### config.mk
export PLATFORM = sky130hd
export DESIGN_NAME = fetch_flat
export DESIGN_NICKNAME = d
export VERILOG_FILES = /design/src/rtl/fetch_if.sv /design/src/rtl/fetch.sv /design/src/flat_wrapper.sv
export SDC_FILE = /design/constraint.sdc
export NUM_CORES = 1
export LEC_CHECK = 0
export CAP_MARGIN = 40
export CORE_ASPECT_RATIO = 0.75
export CORE_MARGIN = 8
export CORE_UTILIZATION = 50
export CTS_CLUSTER_DIAMETER = 100
export DETAILED_ROUTE_END_ITERATION = 8
export GPL_ROUTABILITY_DRIVEN = 0
export PLACE_DENSITY = 0.79
export SLEW_MARGIN = 20
export SYNTH_ARGS = -nofsm -noshare
export SYNTH_HDL_FRONTEND = slang
export SYNTH_SLANG_ARGS = --single-unit
### constraint.sdc
create_clock -name clk -period 3.1 [get_ports clk]
set_input_delay 0.31 -clock clk [delete_from_list [all_inputs] [get_ports clk]]
set_output_delay 0.31 -clock clk [all_outputs]
set_load 0.05 [all_outputs]
### src/rtl/fetch_if.sv
// Fetch-stage bus: instruction memory port plus the decode/execute handshake.
// The master modport is the fetch side, the slave modport is its environment.
interface fetch_if #(
    parameter int ADDR_W = 14
);
    logic              interlock;
    logic              decode_stall;
    logic              redirect;
    logic [ADDR_W-1:0] redirect_pc;
    logic              imem_en;
    logic [ADDR_W-1:0] imem_addr;
    logic [63:0]       imem_rdata;
    logic [63:0]       inst;
    logic [ADDR_W-1:0] inst_pc;

    modport master (
        input  interlock, decode_stall, redirect, redirect_pc, imem_rdata,
        output imem_en, imem_addr, inst, inst_pc
    );

    modport slave (
        output interlock, decode_stall, redirect, redirect_pc, imem_rdata,
        input  imem_en, imem_addr, inst, inst_pc
    );
endinterface

### src/rtl/fetch.sv
// Instruction fetch for the 2-wide core: owns the PC, drives a 1-cycle imem,
// and hands 64-bit bundles to decode through a skid buffer and output register.
module fetch #(
    parameter int                ADDR_W   = 14,
    parameter logic [ADDR_W-1:0] RESET_PC = '0
) (
    input  logic  clk,
    input  logic  rstn,
    fetch_if.master bus
);
    localparam logic [63:0] NOP = 64'hE000_0000_E000_0000;

    logic [ADDR_W-1:0] pc_q, pc_d;
    logic              rd_valid_q, rd_valid_d;
    logic [ADDR_W-1:0] rd_pc_q, rd_pc_d;
    logic [63:0]       skid_q, skid_d;
    logic [ADDR_W-1:0] skid_pc_q, skid_pc_d;
    logic              skid_valid_q, skid_valid_d;
    logic [63:0]       inst_q, inst_d;
    logic [ADDR_W-1:0] inst_pc_q, inst_pc_d;

    logic advance;
    logic req;

    assign advance = ~bus.interlock & ~bus.decode_stall;

    // Only request when the returning data is guaranteed a slot next cycle.
    assign req = ~bus.redirect &
                 (advance ? ~(skid_valid_q & rd_valid_q)
                          : (~skid_valid_q & ~rd_valid_q));

    assign bus.imem_en   = req;
    assign bus.imem_addr = pc_q;
    assign bus.inst      = inst_q;
    assign bus.inst_pc   = inst_pc_q;

    always_comb begin
        pc_d         = pc_q;
        rd_valid_d   = 1'b0;
        rd_pc_d      = rd_pc_q;
        skid_d       = skid_q;
        skid_pc_d    = skid_pc_q;
        skid_valid_d = skid_valid_q;
        inst_d       = inst_q;
        inst_pc_d    = inst_pc_q;

        if (bus.redirect) begin
            pc_d         = bus.redirect_pc;
            skid_valid_d = 1'b0;
            inst_d       = NOP;
            inst_pc_d    = '0;
        end else begin
            if (req) begin
                pc_d       = pc_q + ADDR_W'(1);
                rd_valid_d = 1'b1;
                rd_pc_d    = pc_q;
            end

            if (advance) begin
                // Oldest bundle first: skid, then the read just returning.
                if (skid_valid_q) begin
                    inst_d    = skid_q;
                    inst_pc_d = skid_pc_q;
                    if (rd_valid_q) begin
                        skid_d       = bus.imem_rdata;
                        skid_pc_d    = rd_pc_q;
                        skid_valid_d = 1'b1;
                    end else begin
                        skid_valid_d = 1'b0;
                    end
                end else if (rd_valid_q) begin
                    inst_d       = bus.imem_rdata;
                    inst_pc_d    = rd_pc_q;
                    skid_valid_d = 1'b0;
                end else begin
                    inst_d       = NOP;
                    inst_pc_d    = '0;
                    skid_valid_d = 1'b0;
                end
            end else if (rd_valid_q) begin
                skid_d       = bus.imem_rdata;
                skid_pc_d    = rd_pc_q;
                skid_valid_d = 1'b1;
            end
        end
    end

    always_ff @(posedge clk or negedge rstn) begin
        if (!rstn) begin
            pc_q         <= RESET_PC;
            rd_valid_q   <= 1'b0;
            rd_pc_q      <= '0;
            skid_q       <= '0;
            skid_pc_q    <= '0;
            skid_valid_q <= 1'b0;
            inst_q       <= NOP;
            inst_pc_q    <= '0;
        end else begin
            pc_q         <= pc_d;
            rd_valid_q   <= rd_valid_d;
            rd_pc_q      <= rd_pc_d;
            skid_q       <= skid_d;
            skid_pc_q    <= skid_pc_d;
            skid_valid_q <= skid_valid_d;
            inst_q       <= inst_d;
            inst_pc_q    <= inst_pc_d;
        end
    end
endmodule

### src/flat_wrapper.sv
// flat-port wrapper written by rule: the top's interface ports become plain ports
module fetch_flat 
#(
    parameter int                ADDR_W   = 14,
    parameter logic [ADDR_W-1:0] RESET_PC = '0
)
  (clk, rstn, bus_interlock, bus_decode_stall, bus_redirect, bus_redirect_pc, bus_imem_rdata, bus_imem_en, bus_imem_addr, bus_inst, bus_inst_pc);
  fetch_if #(.ADDR_W(ADDR_W)) bus_i ();
  input  logic clk;
  input  logic rstn;
  input wire logic [$bits(bus_i.interlock)-1:0] bus_interlock;
  input wire logic [$bits(bus_i.decode_stall)-1:0] bus_decode_stall;
  input wire logic [$bits(bus_i.redirect)-1:0] bus_redirect;
  input wire logic [$bits(bus_i.redirect_pc)-1:0] bus_redirect_pc;
  input wire logic [$bits(bus_i.imem_rdata)-1:0] bus_imem_rdata;
  output wire logic [$bits(bus_i.imem_en)-1:0] bus_imem_en;
  output wire logic [$bits(bus_i.imem_addr)-1:0] bus_imem_addr;
  output wire logic [$bits(bus_i.inst)-1:0] bus_inst;
  output wire logic [$bits(bus_i.inst_pc)-1:0] bus_inst_pc;
  assign bus_i.interlock = bus_interlock;
  assign bus_i.decode_stall = bus_decode_stall;
  assign bus_i.redirect = bus_redirect;
  assign bus_i.redirect_pc = bus_redirect_pc;
  assign bus_i.imem_rdata = bus_imem_rdata;
  assign bus_imem_en = bus_i.imem_en;
  assign bus_imem_addr = bus_i.imem_addr;
  assign bus_inst = bus_i.inst;
  assign bus_inst_pc = bus_i.inst_pc;
  fetch #(.ADDR_W(ADDR_W), .RESET_PC(RESET_PC)) u_core (.clk(clk), .rstn(rstn), .bus(bus_i));
endmodule
==> impl_metrics.py <==
metrics = {
    "synthesis": {
        "ys_seq_elements": 186,
        "yosysTopAreaCellShare": 0.577,
        "yosysMostFrequentCell": "dfrtp_1",
        "synth_top_cells_by_area": "dfrtp_1, mux2_2, a221oi_1, nor3_1, nor2_1",
        "synth_area_um2": 7810,
        "avgSynthCellArea_um2": 12.1,
        "synth_commonest_cells": "dfrtp_1, mux2_2, nor2_1",
        "ys_seq_area_frac": 0.597,
        "yosys_warnings": 0,
        "ys.flop_type": "dfrtp_1",
        "synth_edf_count": 0,
        "yosysTopAreaCell": "dfrtp_1",
        "synth_nets": 730,
        "synthDistinctLibCells": 40,
        "syn_inst": 646,
        "async_reset_ff_frac": 1.00,
    },
    "global_route": {
        "grt.overflow.total": 0,
        "grt_pass1_vias": 6250,
        "grtUsageMet1": 0.284,
        "met2_usage": 0.321,
        "grt_max_degree": 79,
        "antenna_found_initial": 0,
        "met3_usage": 0.0565,
        "grt_usage": 0.209,
        "top_usage_layer": "met2",
        "grt_pass1_wl_um": 34000,
    },
    "clock_tree": {
        "cts_root_buf": "clkbuf_16",
        "clock_path_buffers": 2,
        "cts.sinks": 186,
        "h-tree-depth": 4,
        "clk_latency_ns": 0.42,
        "clkTransAtPathRegs_ns": 0.07,
        "cts_tree": "done",
        "cts_buffers": 17,
        "cts-resized-gates": 0,
    },
    "floorplan": {
        "core_area_um2": 15300,
        "die_x_um": 160,
        "die_area_um2": 19900,
        "start_util": 0.511,
        "ios": 176,
        "rows": 39,
        "die_h_um": 124,
    },
    "power": {
        "switching_share": 0.290,
        "leakagePower_nw": 4.27,
        "p_int_mw": 5.00,
        "ir_drop_mv": 0.449,
        "pwr-share-comb": 0.209,
        "power.density_nw_per_um2": 673,
        "p_clk_frac": 0.333,
        "p_seq_frac": 0.458,
        "p_switching_mw": 2.05,
    },
    "drt": {
        "via_per_inst": 5.95,
        "firstDrtPassIters": 5,
        "routed_wirelength_um": 20700,
        "antenna_left": 0,
        "first_iter_violations": 513,
        "wire_per_inst_um": 20.3,
        "route.detailed.drc": 0,
        "dr_total_vias": 6066,
    },
    "cells_and_area": {
        "final_nets": 885,
        "fillCellCount": 1093,
        "antenna_cells": 0,
        "fin_cells": 1019,
        "final_util": 0.686,
        "area_growth_syn_to_layout_pct": 34.2,
        "drive_gt1_frac": 0.194,
    },
    "setup_path": {
        "critical_path_class": "register to output pin",
        "reg2reg_slack_ns": 0.80,
        "crit_buf_inv": 1,
        "critPathMaxFanout": 35,
        "critPathTopFamily": "flip-flops",
        "cpPeakStageDelay_ns": 0.70,
        "crit_chain": "o21ai_2 -> nand2_2 -> nor2_4 -> buf_12",
        "arrival_ns": 2.35,
        "cp_slowest_cell": "dfrtp_2",
        "required_ns": 2.79,
        "crit_path_start_kind": "register",
        "end_kind": "output pin",
    },
    "outcome": {
        "status": "complete, no violations",
    },
    "placed_design": {
        "hpwl_um": 13700,
        "numPlacedInstances": 985,
        "port-buffer-count": 175,
    },
    "timing": {
        "fin_skew_ns": 0.0103,
        "tns_ns": 0,
        "worst_pin_slew_ns": 0.821,
        "worst_slew_margin_rel": 0.452,
        "fin_crit_sh": 0.857,
        "setup_viol": 0,
        "hold_viol": 0,
        "rsz0062_at_grt": "false",
        "drv_slew": 0,
        "max_clock_freq_mhz": 376,
        "min_period_ns": 2.66,
    },
    "hold_path": {
        "min_path_type": "input pin to async pin",
    },
    "run": {
        "cap_violations": 0,
    },
}
-- state kept, by name, indices dropped and copies added (netlist names) --
name and flops:
u_core.skid_q 64, u_core.rd_valid_q 1, u_core.bus.inst 64, u_core.bus.inst_pc 14, u_core.skid_valid_q 1, u_core.skid_pc_q 14, u_core.bus.imem_addr 14, u_core.rd_pc_q 14
-- power groups by stage --
| stage | sequential (mW) | clock, mW | combinational, mW |
|---|---|---|---|
| after CTS | 3.21 | 2.39 | 1.48 |
| after global placement | 3.21 | 0 | 1.42 |
| after detailed placement | 3.25 | 0 | 1.48 |
| after floorplan | 3.44 | 0 | 0.679 |
| final | 3.23 | 2.35 | 1.48 |
| after global routing | 3.27 | 2.48 | 1.58 |
-- metal layers --
metal  vias to the layer above  wire length (µm)
li1                       2705                 -
met1                      3054              9170
met2                       278              9720
met3                        29              1470
met4                         0               349
met5                         -                 0
-- cell usage in the layout (no fill, tap or decap), types with 7 or more instances in the layout --
cell type and count:
dfrtp_1 179, a221oi_1 71, nand3_1 10, mux2_2 93, o21ai_0 11, xor2_1 7, nand2_1 18, buf_4 9
clkdlybuf4s50_1 172, clkbuf_16 17, nor2_1 76, nor3_1 73
-- worst paths after layout --
check / endpoint / cells after the start / start
min reg2reg: u_core.bus.inst[30] / 2 / u_core.bus.inst[30]
max reg2reg: u_core.bus.inst_pc[4] / 4 / u_core.skid_valid_q
max: bus_imem_en / 4 / u_core.skid_valid_q
min: u_core.bus.inst[55] / 2 / rstn
max in group asynchronous: u_core.bus.inst[30] / 4 / rstn
min in group clk: u_core.skid_valid_q / 2 / bus_redirect
-- cell type report --
type	count	area [µm²]	area share
Inverter	2	7.51	0.000717
Clock inverter	12	184	0.0176
Timing Repair Buffer	190	1970	0.188
Clock buffer	20	467	0.0445
Multi-Input combinational cell	404	2930	0.280
Sequential cell	186	4660	0.445
Tap cell	205	256	0.0245
-- metrics by stage --
step                      area, µm²  setup WS (ns)  hold slack [ns]  power, mW
final                         10500          0.442            0.312       7.05
after global routing          10500          0.281            0.331       7.33
after floorplan                7810           1.20           0.0144       4.12
after detailed placement       9790          0.571            0.196       4.73
after CTS                     10500          0.432            0.312       7.09
after global placement         9760          0.665            0.461       4.63
-- kinds of logic after synthesis --
logic type      count (synthesis)  share of synthesized area
fa+ha+maj                       1                    0.00160
compound gates                 99                      0.105
xor+xnor                        8                    0.00897
simple gates                  202                      0.122
flops                         186                      0.597
buf+inv                        56                     0.0300
mux                            94                      0.135
-- timing repair --
item | in CTS | in global routing
buffers inserted | 0 | 0
hold buffers | 1 | 0
hold endpoints to repair | 26 | 0
endpoints found under the setup margin | 0 | 0
Note: power is estimated with default switching activity, not from simulation.
==> RTL change 1, RTL diff (same flow settings) <==
`ADDR_W` is set to 14 in 3 places; all go to 16.
--- a/src/rtl/fetch_if.sv
+++ b/src/rtl/fetch_if.sv
@@ -3,3 +3,3 @@
 interface fetch_if #(
-    parameter int ADDR_W = 14
+    parameter int ADDR_W = 16
 );
--- a/src/rtl/fetch.sv
+++ b/src/rtl/fetch.sv
@@ -3,3 +3,3 @@
 module fetch #(
-    parameter int                ADDR_W   = 14,
+    parameter int                ADDR_W   = 16,
     parameter logic [ADDR_W-1:0] RESET_PC = '0
--- a/src/flat_wrapper.sv
+++ b/src/flat_wrapper.sv
@@ -3,3 +3,3 @@
 #(
-    parameter int                ADDR_W   = 14,
+    parameter int                ADDR_W   = 16,
     parameter logic [ADDR_W-1:0] RESET_PC = '0
Interface: changed (resized bus_imem_addr, bus_inst_pc and bus_redirect_pc); port bits go from 176 to 182. The function was not compared with the original's and may differ.
==> RTL change 1 against the original RTL <==
Setup slack improved by 0.29 ns. Non-clock buffer count up 7. Register-to-register slack gained 0.14 ns. Sequential power up 4%. Wire length grew 6.3%. Cell area rose by 3.5%. Largest power group unchanged. Area after synthesis is 4.7% higher. Power rose by 1.0%. Clock skew fell by 0.0020 ns. Sequential cell count is 8 higher.
==> RTL change 1: results (changes against the original RTL) <==
Worst setup path
  – Slowest library cell on the worst path: dfrtp_1
  – R2r setup slk: 0.94 ns (+0.14 ns)
  – Worst r2r dst: u_core.bus.imem_addr[10]$_DFFE_PN0P_
  – CP max FO: 18 (-49%)

Finish
  – Area of the multi-input gates: 3080 um^2 (+5.1%)
  – Layout clock area frac: 5.50% (-0.71 points)
  – Layout cells sized above 1: 18.6% (-0.77 points)
  – Final Non-Filler Cells: 1063 (+4.3%)
  – Final-layout fill cell count: 1148 (+5.0%)
  – Buffer share of cell area: 18.7% (about the same)
  – Nets: 926 (+4.6%)
  – Clkbuf count: 21 (+5.0%)

Power
  – Switch share: 30.0% (+0.97 points)
  – Max IR drop VDD: 0.361 mV (-19%)
  – Lkg Pwr: 4.45 nW (+4.3%)
  – Combinational power: 1.57 mW (+6%)

Logic synthesis
  – Largest cells by area after synthesis: dfrtp_1 58%, mux2_2 13%, a221oi_1 7.8%, nor3_1 4.6%, nor2_1 3.9%
  – Mean Syn Cell Area: 12.0 um^2 (-1.1%)
  – Syn Nets: 770 (+5.5%)
  – Seq/Total Area, Yosys: 59.5% (-0.26 points)

Drt
  – Met3 Wirelength: 1.43 mm (-2.9%)
  – DR iter-0 viols: 398 (-22%)
  – Vias: 6372 (+5.0%)
  – Met1 Routed Length: 9.56 mm (+4.3%)

Global routing
  – First-pass GRT wire length: 35.5 mm (+4.6%)
  – Vias in the first global route: 6824 (+9.2%)

Timing
  – Minimum clock period: 2.36 ns (-0.294 ns)
  – Clock Skews: 0.00834 ns (-0.00200 ns)
  – Final hold slack: 0.252 ns (-0.0606 ns)

Run status
  – Status: completed

Placed design
  – Buffers on Ports: 181 (+3.4%)
  – Area after DPL: 10200 um^2 (+4.4%)

Worst hold path
  – Min-delay worst type: primary input to flip-flop
RTL change 1: cell types whose count changed after synthesis, moves of 3 or more:
| cell | delta |
|---|---|
| clkbuf_1 | +4 |
| o211ai_1 | +3 |
| a31oi_1 | +4 |
| or3_1 | -3 |
| mux2_2 | +4 |
| nand3_1 | +4 |
| o21ai_0 | -7 |
| dfrtp_1 | +8 |
| or4_1 | +10 |
| o31ai_1 | +7 |
| nor2_1 | +6 |
| xor2_1 | -5 |
RTL change 1: cells by family (layout without fill, tap and decap cells):
kind of cell	count (synthesis)	in the layout	share of synthesized area, %
AOI/OAI and AO/OA	109	109	11.1
DFF	194	194	59.5
muxes	98	98	13.5
adders and majority gates	1	1	0.153
xor gates and xnor gates	3	3	0.321
and+or+nand+nor	217	217	12.4
buffers and inverters	62	231	3.12
RTL change 1: worst max-delay path, delay by kind of cell, from the launching register on:
family / cells / cell delay, ns
simple gates: 1 / 0.04
buf+inv: 2 / 0.40
flops: 1 / 0.51
compound gates: 2 / 0.68
RTL change 1: worst max-delay path by stage:
stage                                         from                                   end  cells past startpoint
2_1_floorplan  u_core.bus.imem_addr[0]$_DFFE_PN0P_  u_core.bus.imem_addr[14]$_DFFE_PN0P_                      6
3_3_place_gp                      bus_decode_stall          u_core.skid_q[6]$_DFFE_PN0P_                      5
3_5_place_dp                      bus_decode_stall         u_core.skid_q[48]$_DFFE_PN0P_                      5
4_1_cts                u_core.rd_valid_q$_DFF_PN0_                           bus_imem_en                      5
5_1_grt                u_core.rd_valid_q$_DFF_PN0_                           bus_imem_en                      5
6_report               u_core.rd_valid_q$_DFF_PN0_                           bus_imem_en                      5
RTL change 1: per-layer routing:
layer / global-route usage [%] / vias to the layer above
met2: 33.5 / 238
met5: 0 / -
met1: 28.0 / 3209
li1: - / 2883
met3: 5.43 / 42
met4: 8.64 / 0
==> RTL change 2, RTL diff (same flow settings) <==
Without the edit above. Make the reset (`rstn`) synchronous in one clocked block.
--- a/src/rtl/fetch.sv
+++ b/src/rtl/fetch.sv
@@ -87,3 +87,3 @@
 
-    always_ff @(posedge clk or negedge rstn) begin
+    always_ff @(posedge clk) begin
         if (!rstn) begin
Function: differs if rstn is asserted again (counterexample within 4 cycles, from zero or initial values and one cycle with rstn low); with rstn held inactive, the same outputs for 4 cycles.
==> RTL change 2 against the original RTL <==
Wire length up 3.2%. Register-to-register slack better by 0.46 ns. Synthesized cell count up 54%. Setup slack better by 0.46 ns. Area after synthesis up 0.90%. Cell area down 1.1%. Sequential cell count unchanged.
Power is not compared: it rests on default switching activity, and its combinational part moved more than twofold at a synthesized area within 25%.
==> RTL change 2: results (changes against the original RTL) <==
Run status
  – Status: completed

Global routing
  – Largest net degree at the start of global routing: 145 (+84%)
  – GRT Util Overall: 21.1% (+0.20 points)

Worst setup path
  – CP delay by family, top: buffers and inverters
  – CP startpoint: bus_decode_stall
  – Critical path data arrival time: 1.89 ns (-0.46 ns)
  – FF-to-FF Start: u_core.bus.imem_addr[3]$_SDFFE_PN0P_
  – R2r setup slk: 1.26 ns (+0.46 ns)
  – Max incr delay on CP: 0.57 ns (-0.13 ns)
  – CP max FO: 15 (-57%)

Placed design
  – Pre-CTS setup slack: 0.751 ns (+0.180 ns)
  – DP HPWL: 13.5 mm (-1.6%)

Finish
  – Clkbuf count: 19 (-5.0%)
  – Multi-In Gates: 720 (+78%)
  – Multi-input gate share of total cell area: 36.6% (+8.6 points)
  – Layout cells sized above 1: 5.03% (-14 points)
  – Nets: 1205 (+36%)
  – Final-layout fill cell count: 1285 (+18%)
  – Buffer share of cell area: 18.4% (-0.39 points)
  – Signal buffers: 188 (-1.1%)

Drt
  – WL/cell: 16.0 um (-21%)
  – First-pass DRT Iterations: 7 (+2)

Logic synthesis
  – Synth cell count leaders: 304 x nand2_1, 186 x dfxtp_1, 90 x o21ai_0
  – Ys async rst share: 0% (-100 points)
  – Largest cells by area after synthesis: dfxtp_1 47%, nand2_1 14%, a21boi_0 7.1%, o211ai_1 6.9%, o21ai_0 5.7%
  – Compound-cell area share of the yosys netlist: 23.5% (+13 points)

Worst hold path
  – Min-delay worst type: primary input to flip-flop

Timing
  – Minimum clock period: 2.20 ns (-0.463 ns)
  – Clock Skews: 0.00916 ns (-0.00117 ns)
-- RTL change 2: changes by cell type in the layout (fill, tap and decap cells not counted), sizes merged, moves of 65 or more --
cell    unedited run  this run
nand2             19       304
dfxtp              0       186
dfrtp            180         0
mux2              93         0
o21ai             12        92
a21boi             0        78
nor3              73         1
o211ai             0        72
a221oi            71         6
-- RTL change 2: per-stage QoR --
step | std cells | hold slack, ns
global route | 1339 | 0.410
detailed placement | 1307 | 0.449
global placement | 1307 | 0.441
floorplan | 998 | 0.435
CTS | 1339 | 0.377
finish | 1339 | 0.392
-- RTL change 2: per-layer routing --
metal / wire [um] / track usage, % / up-vias
met5: 0 / 0 / -
met4: 172 / 5.05 / 0
met3: 1490 / 6.77 / 16
met2: 9570 / 31.8 / 191
met1: 10100 / 28.7 / 3392
li1: - / - / 3619
-- RTL change 2: worst reg2reg max path, cell delays in order (launching register included) --
cell and delay (ns):
dfxtp_1 0.46, and4_1 0.30, nand4_1 0.29, or4_1 0.55
a31oi_1 0.16
